[src/rtl/uart_pkg.sv]
// Shared types and constants for the UART transmit arbiter.
package uart_pkg;

  typedef enum logic [1:0] {
    IDLE = 2'd0,
    SEND = 2'd1,
    BUSY = 2'd2
  } state_t;

  localparam int unsigned BYTE_W    = 8;
  // Cycles after a load during which uart_ready is not trusted.
  localparam int unsigned GUARD_CYC = 2;

endpackage

[src/rtl/uart_tx_arbiter_rr_pick.sv]
// Combinational round-robin selector: first asserted request at or after ptr,
// wrapping modulo NREQ.
module rr_pick #(
  parameter int unsigned NREQ  = 4,
  parameter int unsigned GID_W = $clog2(NREQ)
) (
  input  logic [NREQ-1:0]  req,
  input  logic [GID_W-1:0] ptr,
  output logic             any,
  output logic [GID_W-1:0] winner
);

  logic [2*NREQ-1:0] masked;

  // Lower copy masked below ptr, upper copy unmasked: the lowest set bit of the
  // double-width vector is the wrapped round-robin winner.
  always_comb begin
    masked = {req, req};
    for (int unsigned i = 0; i < NREQ; i++) begin
      if (i < 32'(ptr)) masked[i] = 1'b0;
    end
    any    = |req;
    winner = '0;
    for (int unsigned j = 2 * NREQ; j > 0; j--) begin
      if (masked[j-1]) begin
        winner = (j - 1 >= NREQ) ? GID_W'(j - 1 - NREQ) : GID_W'(j - 1);
      end
    end
  end

endmodule

[src/rtl/uart_tx_arbiter.sv]
// Message-level round-robin arbiter sharing one UART transmitter among NREQ
// byte-stream requesters, with an idle timeout on the granted requester.
module uart_tx_arbiter
  import uart_pkg::*;
#(
  parameter int unsigned NREQ    = 4,
  parameter int unsigned TIMEOUT = 1023,
  parameter int unsigned GID_W   = $clog2(NREQ)
) (
  input  logic                   clk,
  input  logic                   nrst,
  input  logic [NREQ-1:0]        req_valid,
  input  logic [8*NREQ-1:0]      req_data,
  input  logic [NREQ-1:0]        req_last,
  output logic [NREQ-1:0]        req_ready,
  output logic                   uart_load,
  output logic [7:0]             uart_data,
  input  logic                   uart_ready,
  output logic [GID_W-1:0]       grant_id,
  output logic                   busy,
  output logic                   timeout_evt
);

  localparam int unsigned GAP_W = $clog2(TIMEOUT + 1);
  localparam int unsigned GRD_W = $clog2(GUARD_CYC + 1);
  localparam logic [GAP_W-1:0] GAP_TC = GAP_W'(TIMEOUT - 1);

  state_t              state_q, state_d;
  logic [GID_W-1:0]    grant_q, grant_d;
  logic [GID_W-1:0]    ptr_q, ptr_d;
  logic [GAP_W-1:0]    gap_q, gap_d;
  logic [GRD_W-1:0]    guard_q, guard_d;
  logic                last_q, last_d;
  logic                load_q, load_d;
  logic                tout_q, tout_d;
  logic                busy_q, busy_d;
  logic [BYTE_W-1:0]   data_q, data_d;

  logic                pick_any;
  logic [GID_W-1:0]    pick_w;
  logic                own_valid;
  logic                own_last;
  logic [BYTE_W-1:0]   own_data;
  logic [GID_W-1:0]    ptr_next;

  rr_pick #(
    .NREQ  (NREQ),
    .GID_W (GID_W)
  ) u_pick (
    .req    (req_valid),
    .ptr    (ptr_q),
    .any    (pick_any),
    .winner (pick_w)
  );

  // Owner-side view of the request bus and the pointer just past the owner.
  always_comb begin
    own_valid = req_valid[grant_q];
    own_last  = req_last[grant_q];
    own_data  = req_data[32'(grant_q) * BYTE_W +: BYTE_W];
    ptr_next  = (grant_q == GID_W'(NREQ - 1)) ? '0 : grant_q + 1'b1;
  end

  // Accept strobe goes only to the owner, only in SEND, gated by UART idle.
  always_comb begin
    req_ready = '0;
    if (state_q == SEND) req_ready[grant_q] = uart_ready;
  end

  // Arbitration FSM, gap/guard counters and output register next-state.
  always_comb begin
    state_d = state_q;
    grant_d = grant_q;
    ptr_d   = ptr_q;
    gap_d   = gap_q;
    guard_d = guard_q;
    last_d  = last_q;
    data_d  = data_q;
    load_d  = 1'b0;
    tout_d  = 1'b0;
    case (state_q)
      IDLE: begin
        if (pick_any) begin
          grant_d = pick_w;
          gap_d   = '0;
          state_d = SEND;
        end
      end
      SEND: begin
        if (uart_ready) begin
          // An accept on the terminal-count cycle takes priority over timeout.
          if (own_valid) begin
            data_d  = own_data;
            last_d  = own_last;
            gap_d   = '0;
            guard_d = '0;
            load_d  = 1'b1;
            state_d = BUSY;
          end else if (gap_q >= GAP_TC) begin
            gap_d   = GAP_W'(TIMEOUT);
            tout_d  = 1'b1;
            ptr_d   = ptr_next;
            state_d = IDLE;
          end else begin
            gap_d = gap_q + 1'b1;
          end
        end
      end
      BUSY: begin
        if (guard_q < GRD_W'(GUARD_CYC)) begin
          guard_d = guard_q + 1'b1;
        end else if (uart_ready) begin
          if (last_q) begin
            ptr_d   = ptr_next;
            state_d = IDLE;
          end else begin
            gap_d   = '0;
            state_d = SEND;
          end
        end
      end
      default: state_d = IDLE;
    endcase
    busy_d = (state_d != IDLE);
  end

  // State and output registers, asynchronously cleared.
  always_ff @(posedge clk or negedge nrst) begin
    if (!nrst) begin
      state_q <= IDLE;
      grant_q <= '0;
      ptr_q   <= '0;
      gap_q   <= '0;
      guard_q <= '0;
      last_q  <= 1'b0;
      data_q  <= '0;
      load_q  <= 1'b0;
      tout_q  <= 1'b0;
      busy_q  <= 1'b0;
    end else begin
      state_q <= state_d;
      grant_q <= grant_d;
      ptr_q   <= ptr_d;
      gap_q   <= gap_d;
      guard_q <= guard_d;
      last_q  <= last_d;
      data_q  <= data_d;
      load_q  <= load_d;
      tout_q  <= tout_d;
      busy_q  <= busy_d;
    end
  end

  assign uart_load   = load_q;
  assign uart_data   = data_q;
  assign grant_id    = grant_q;
  assign busy        = busy_q;
  assign timeout_evt = tout_q;

endmodule

[config.mk]
export PLATFORM = sky130hd
export DESIGN_NAME = uart_tx_arbiter
export DESIGN_NICKNAME = d
export VERILOG_FILES = /design/src/rtl/uart_pkg.sv /design/src/rtl/uart_tx_arbiter_rr_pick.sv /design/src/rtl/uart_tx_arbiter.sv
export SDC_FILE = /design/constraint.sdc
export NUM_CORES = 1
export LEC_CHECK = 0
export ABC_AREA = 1
export CORE_AREA = 3 3 85 87
export DETAILED_ROUTE_END_ITERATION = 8
export DIE_AREA = 0 0 88 90
export GPL_TIMING_DRIVEN = 0
export PLACE_DENSITY = 0.53
export SLEW_MARGIN = 10
export SYNTH_ARGS = -nofsm -noshare
export SYNTH_HDL_FRONTEND = slang
export SYNTH_SLANG_ARGS = --single-unit
[constraint.sdc]
create_clock -name clk -period 1.8 [get_ports clk]
set_clock_uncertainty 0.2 [all_clocks]
set_input_delay 0.36 -clock clk [delete_from_list [all_inputs] [get_ports clk]]
set_output_delay 0.36 -clock clk [all_outputs]
set_load 0.02 [all_outputs]
Yosys cells after proc, flatten, opt, wreduce, memory -nomap -nowiden. Cells that the tools add are included.

Word-level logic and storage cells: 98. Bits in latches: 0. Memory bits (writable): 0. Memories kept: 0. Bits in registers: 30. Bits of input ports: 43. Memory bits (read-only): 0.

Bitwise gates (word level): 1. Reduce and logical (&&, ||, !) cells: 11. Muxes and demuxes: 52. Div/mod/pow operators: 0. Equal/unequal tests: 13. $add $sub $neg: 3. Multipliers: 0. $lt $le $gt $ge: 7. Shifts and indexed selects: 1.

Operators by type and width (count): $mux 10 (7); $mux 2 (23); $shiftx 32x6->8 (1); $pmux 10 s3 (1); $ne 2x2->1 const B (9); $mux 1 (14); $add 10x1->10 const B (1); $ge 10x10->1 const B (1); $pmux 2 s2 (2); $reduce_and 7->1 (1); $pmux 2 s3 (1); $reduce_and 6->1 (1); $add 2x1->2 const B (2); $and 4x4->4 (1); $bmux 1 s2 (2); $eq 2x2->1 const B (2); $lt 1x2->1 const A (2); $mux 4 (1); $reduce_and 4->1 (1); $reduce_bool 2->1 (2); $reduce_or 4->1 (1); $lt 2x3->1 const B (1); $reduce_and 3->1 (1); $reduce_bool 3->1 (1); 9 further kinds (9).

Longest topological paths before layout.
Depth in word-level cells: 7. Mapped depth: 10. Depth with buffers taken out: 10.

Hierarchy. A second synthesis with hierarchy kept.

Cells, all modules: 279. Area total of the unflattened synthesis: 1963.1 um2.

By module, submodules not included: uart_tx_arbiter (seq. area each 750.7 um2, instances 1, cells each 260, area each 1876.8 um2); rr_pick (seq. area each 0.0 um2, instances 1, cells each 19, area each 86.3 um2).

Least setup slack after synthesis. No wires, ideal clock.

Path type: register to output. Start point: reg grant_q[1], in the netlist grant_id[1]. End point: out req_ready[1]. Data arrival time: 1.365 ns. Stages on the path, launching flop included: 6. Data required time: 1.240 ns. Path slack: -0.125 ns. Path through: dfrtp_1 > inv_1 > clkbuf_1 > ha_1 > nand2_1 > nor2_1.

Cells in the longest elaborated chain, start to end: 6. Elaborated cells between the ends (all ways): 7. Those cells by class: 2 x order compare; 3 x mux; 1 x bitwise; 1 x reduce/logical.

Ends and longest elaborated chain: start: declaration (RTL line uart_tx_arbiter.sv:29) `logic [GID_W-1:0] grant_q, grant_d;`; start signal: assignment (RTL line uart_tx_arbiter.sv:142) `grant_q <= grant_d;`; $lt 2x3->1 (implied by the code) or $ge 2x1->1 (tied branches) (RTL line uart_tx_arbiter.sv:67) `if (state_q == SEND) req_ready[grant_q] = uart_ready;`; $logic_and 1x1->1 (implied by the code) (RTL line uart_tx_arbiter.sv:67); $mux 1 (implied by the code) (RTL line uart_tx_arbiter.sv:67); $demux 1 s2 * (RTL line uart_tx_arbiter.sv:67); $and 4x4->4 (no source line) *; $mux 4 * (RTL line uart_tx_arbiter.sv:67); end: declaration (RTL line uart_tx_arbiter.sv:15) `output logic [NREQ-1:0] req_ready,`.

Every way passes the cells marked *; elsewhere a longest branch is shown, timed or not.

Worst setup path after layout.
Start point: reg grant_q[0], in the netlist grant_id[0]. End point: out req_ready[0].

Same word-level chain as after synthesis.

==> impl_metrics.toml <==
[drt]
vias_per_cell = 4.57
wl_mm = 5.75
drc = 0
drtPass1Iterations = 4
vias = 2019
postRouteAntennaNets = 0
wire_per_inst_um = 13.0
drt_iter0_markers = 56

[yosys]
synth_area_per_cell_um2 = 7.12
yosysUniqueCellTypes = 31
yosysSeqAreaShare_pct = 37.0
mappedNetlistArea_um2 = 2030
syn_inst = 285
syn_nets = 334
yosysWarnings = 0
ys_ff_latch = 30

[global_route]
grt_pass1_vias = 2045
grt_use_total_pct = 15.7
grt_overflow = 0
antenna_found_initial = 0
grt_pass1_wl_mm = 9.92
grt_max_degree = 31

[sta]
tightestPinTransition_ns = 0.706
layout_min_cycle_time_ns = 1.91
setup_tns_ns = -0.315
setup_ws_ns = -0.114
max_slew_margin_pct = 53.0
maxSlewViolCount = 0
finalSetupViolCount = 4
fmax_mhz = 523
finalHoldViolCount = 0
finalCritPeriodShare_pct = 106
rsz0062_at_grt = "yes"

[placed_design]
port-buffer-count = 59
placed_area_um2 = 2720
gp_congestion = 0.763
dp_hpwl_mm = 4.24

[setup_path]
crit_chain = "inv_2 > buf_8 > ha_4 > nand2_2 > nor2_2 > buf_6"
worst-path-max-fanout = 4
crit_path_end_kind = "output port"
cp_slowest_stage_delay_ns = 0.43
crit_required_ns = 1.24
crit_path_start_kind = "flop"
path_class = "reg2out"
critPathTopFamily = "flip-flops"
cpMaxStageDelayCell = "dfrtp_2"
worstPathArrival_ns = 1.35
crit_buf_inv = 3

[pwr]
power_density_nw_per_um2 = 1420
vdd_drop_max_mv = 0.674
p_leak_nw = 1.51

[floorplan]
die_y_um = 90
num_rows = 29
initial_utilization_pct = 31.6
die_w_um = 88
fp.coreArea_um2 = 6420
die_area_um2 = 7920
pin_count = 60

[layout]
area_growth_syn_to_layout_pct = 48.8
finalInstanceArea_um2 = 3020
nets = 413
n_antenna_cell = 0
drive_above_1_share_pct = 20.0

[cts]
cts.reportedPaths.clkPinSlew_ns = 0.07
htree_levels = 2
numCtsBuffers = 5
clock_path_buffers = 2
clock_latency_ns = 0.29
cts-root-buf = "clkbuf_8"
cts_sinks = 30
cts_tree = "built"

[outcome]
status = "finished, violations left"
violations = "negative setup slack"

[job]
max_cap_viol_count = 0

[worst_hold_path]
worstHoldPathType = "reg2reg"
==> cells in the mapped netlist <==
master / count / area (um^2)
or2_1: 1 / 6.26
or2_2: 1 / 6.26
ha_1: 6 / 75.1
nor2_8: 1 / 20.0
nand3_4: 1 / 17.5
nand4_1: 3 / 18.8
clkbuf_2: 1 / 5.00
o22ai_1: 11 / 68.8
nand3_1: 8 / 40.0
xor2_1: 2 / 17.5
nand3_2: 3 / 30.0
clkbuf_1: 2 / 7.51
o21ai_0: 25 / 125
inv_2: 7 / 26.3
inv_1: 18 / 67.6
a21o_1: 1 / 7.51
buf_2: 2 / 10.0
a31oi_2: 1 / 12.5
xnor2_1: 3 / 26.3
a21oi_1: 3 / 15.0
nor2_2: 4 / 25.0
dfrtp_1: 30 / 751
o21ai_1: 2 / 10.0
nand2_4: 2 / 22.5
buf_6: 3 / 33.8
nand2_1: 99 / 372
nor4_4: 1 / 21.3
nand2_2: 3 / 18.8
o21ai_2: 2 / 17.5
buf_4: 2 / 15.0
nor2_1: 37 / 139
==> logic make-up (layout without fill, tap and decap cells) <==
family,count (synthesis),after routing,share of synthesized area (%)
AO/OA/AOI/OAI,45,45,12.6
XOR/XNOR,5,5,2.16
adder cells (fa/ha/maj),6,6,3.70
buffers and inverters,35,115,8.14
flip-flops,30,30,37.0
AND/OR/NAND/NOR,164,164,36.3
==> stage by stage <==
step / power [mW] / instances / worst slack [ns] / hold slack, ns / utilization (%)
2_1_floorplan: 2.46 / 285 / 0.0286 / -0.136 / -
3_3_place_gp: 3.23 / 421 / -0.609 / 0.263 / 42.4
3_5_place_dp: 3.24 / 421 / -0.605 / 0.261 / 42.3
4_1_cts: 4.25 / 439 / -0.120 / 0.280 / 46.2
5_1_grt: 4.65 / 442 / -0.163 / 0.302 / 47.0
6_report: 4.29 / 442 / -0.114 / 0.281 / 47.0
==> state kept, by name, indices dropped and copies added, names as in the netlist <==
register     count
uart_data        8
grant_id         2
last_q           1
timeout_evt      1
gap_q           10
state_q          2
uart_load        1
guard_q          2
busy             1
ptr_q            2
==> worst paths after layout <==
kind	startpoint	endpoint	slack [ns]	cells past startpoint
worst max-delay path	grant_id[0]$_DFFE_PN0P_	req_ready[0]	-0.11	6
worst min-delay path	uart_data[4]$_DFFE_PN0P_	uart_data[4]$_DFFE_PN0P_	0.28	2
worst max register to register	grant_id[1]$_DFFE_PN0P_	busy$_DFF_PN0_	0.12	8
worst min register to register	uart_data[4]$_DFFE_PN0P_	uart_data[4]$_DFFE_PN0P_	0.28	2
max in group asynchronous	nrst	grant_id[0]$_DFFE_PN0P_	0.45	2
min in group asynchronous	nrst	gap_q[2]$_DFFE_PN0P_	0.46	2
==> repair_timing <==
item / 4_1_cts / 5_1_grt
cloned: 0 / 0
resized for setup: 49 / 13
setup endpoints to repair: 15 / 30
buffers inserted: 9 / 4
pin swaps: 5 / 4
hold endpoints to repair: 30 / 0
hold buffers: 1 / 0
==> cells in the final DEF, fill, tap and decap left out, types with 3 or more instances in the layout <==
master / n
clkdlybuf4s50_1: 41
dfrtp_1: 29
nand4_1: 3
xnor2_1: 3
nand3_1: 8
nor2_2: 8
nor2_1: 33
clkbuf_8: 6
dlygate4sd2_1: 11
inv_1: 17
buf_4: 16
nand2_2: 4
nand2_4: 3
ha_4: 3
a21oi_1: 3
nand3_2: 3
buf_2: 3
ha_1: 3
inv_2: 8
nand2_1: 97
o21ai_0: 25
o22ai_1: 11
buf_6: 7
==> tightest hold or removal path, cell delays in order (launching register included) <==
cell	delay, ns
dfrtp_1	0.34
nand2_1	0.05
nand2_1	0.05
==> power by group <==
part           internal [mW]  total [mW]  switching (mW)
Sequential             0.886        1.06           0.170
Clock                  0.590       0.863           0.273
Combinational          0.970        2.37            1.40
Total                   2.45        4.29            1.84
==> area by class of cell <==
class / count / area, um^2
repair buffers: 73 / 682
plain buffers: 9 / 81.3
multi-input cells: 220 / 1170
well taps: 77 / 96.3
flip-flops and latches: 30 / 752
inverters: 25 / 93.8
clock inverters: 2 / 60.1
clock buffers: 6 / 82.6
fillers: 644 / 3400
==> routing by layer <==
metal | share of wire (%) | vias up | track usage (%)
met4 | 0.87 | 0 | 3.07
met1 | 47 | 887 | 21.2
met2 | 44 | 57 | 23.7
li1 | - | 1070 | -
met3 | 8.4 | 5 | 6.31
met5 | 0 | - | 0
(Power assumes the default switching activity.)
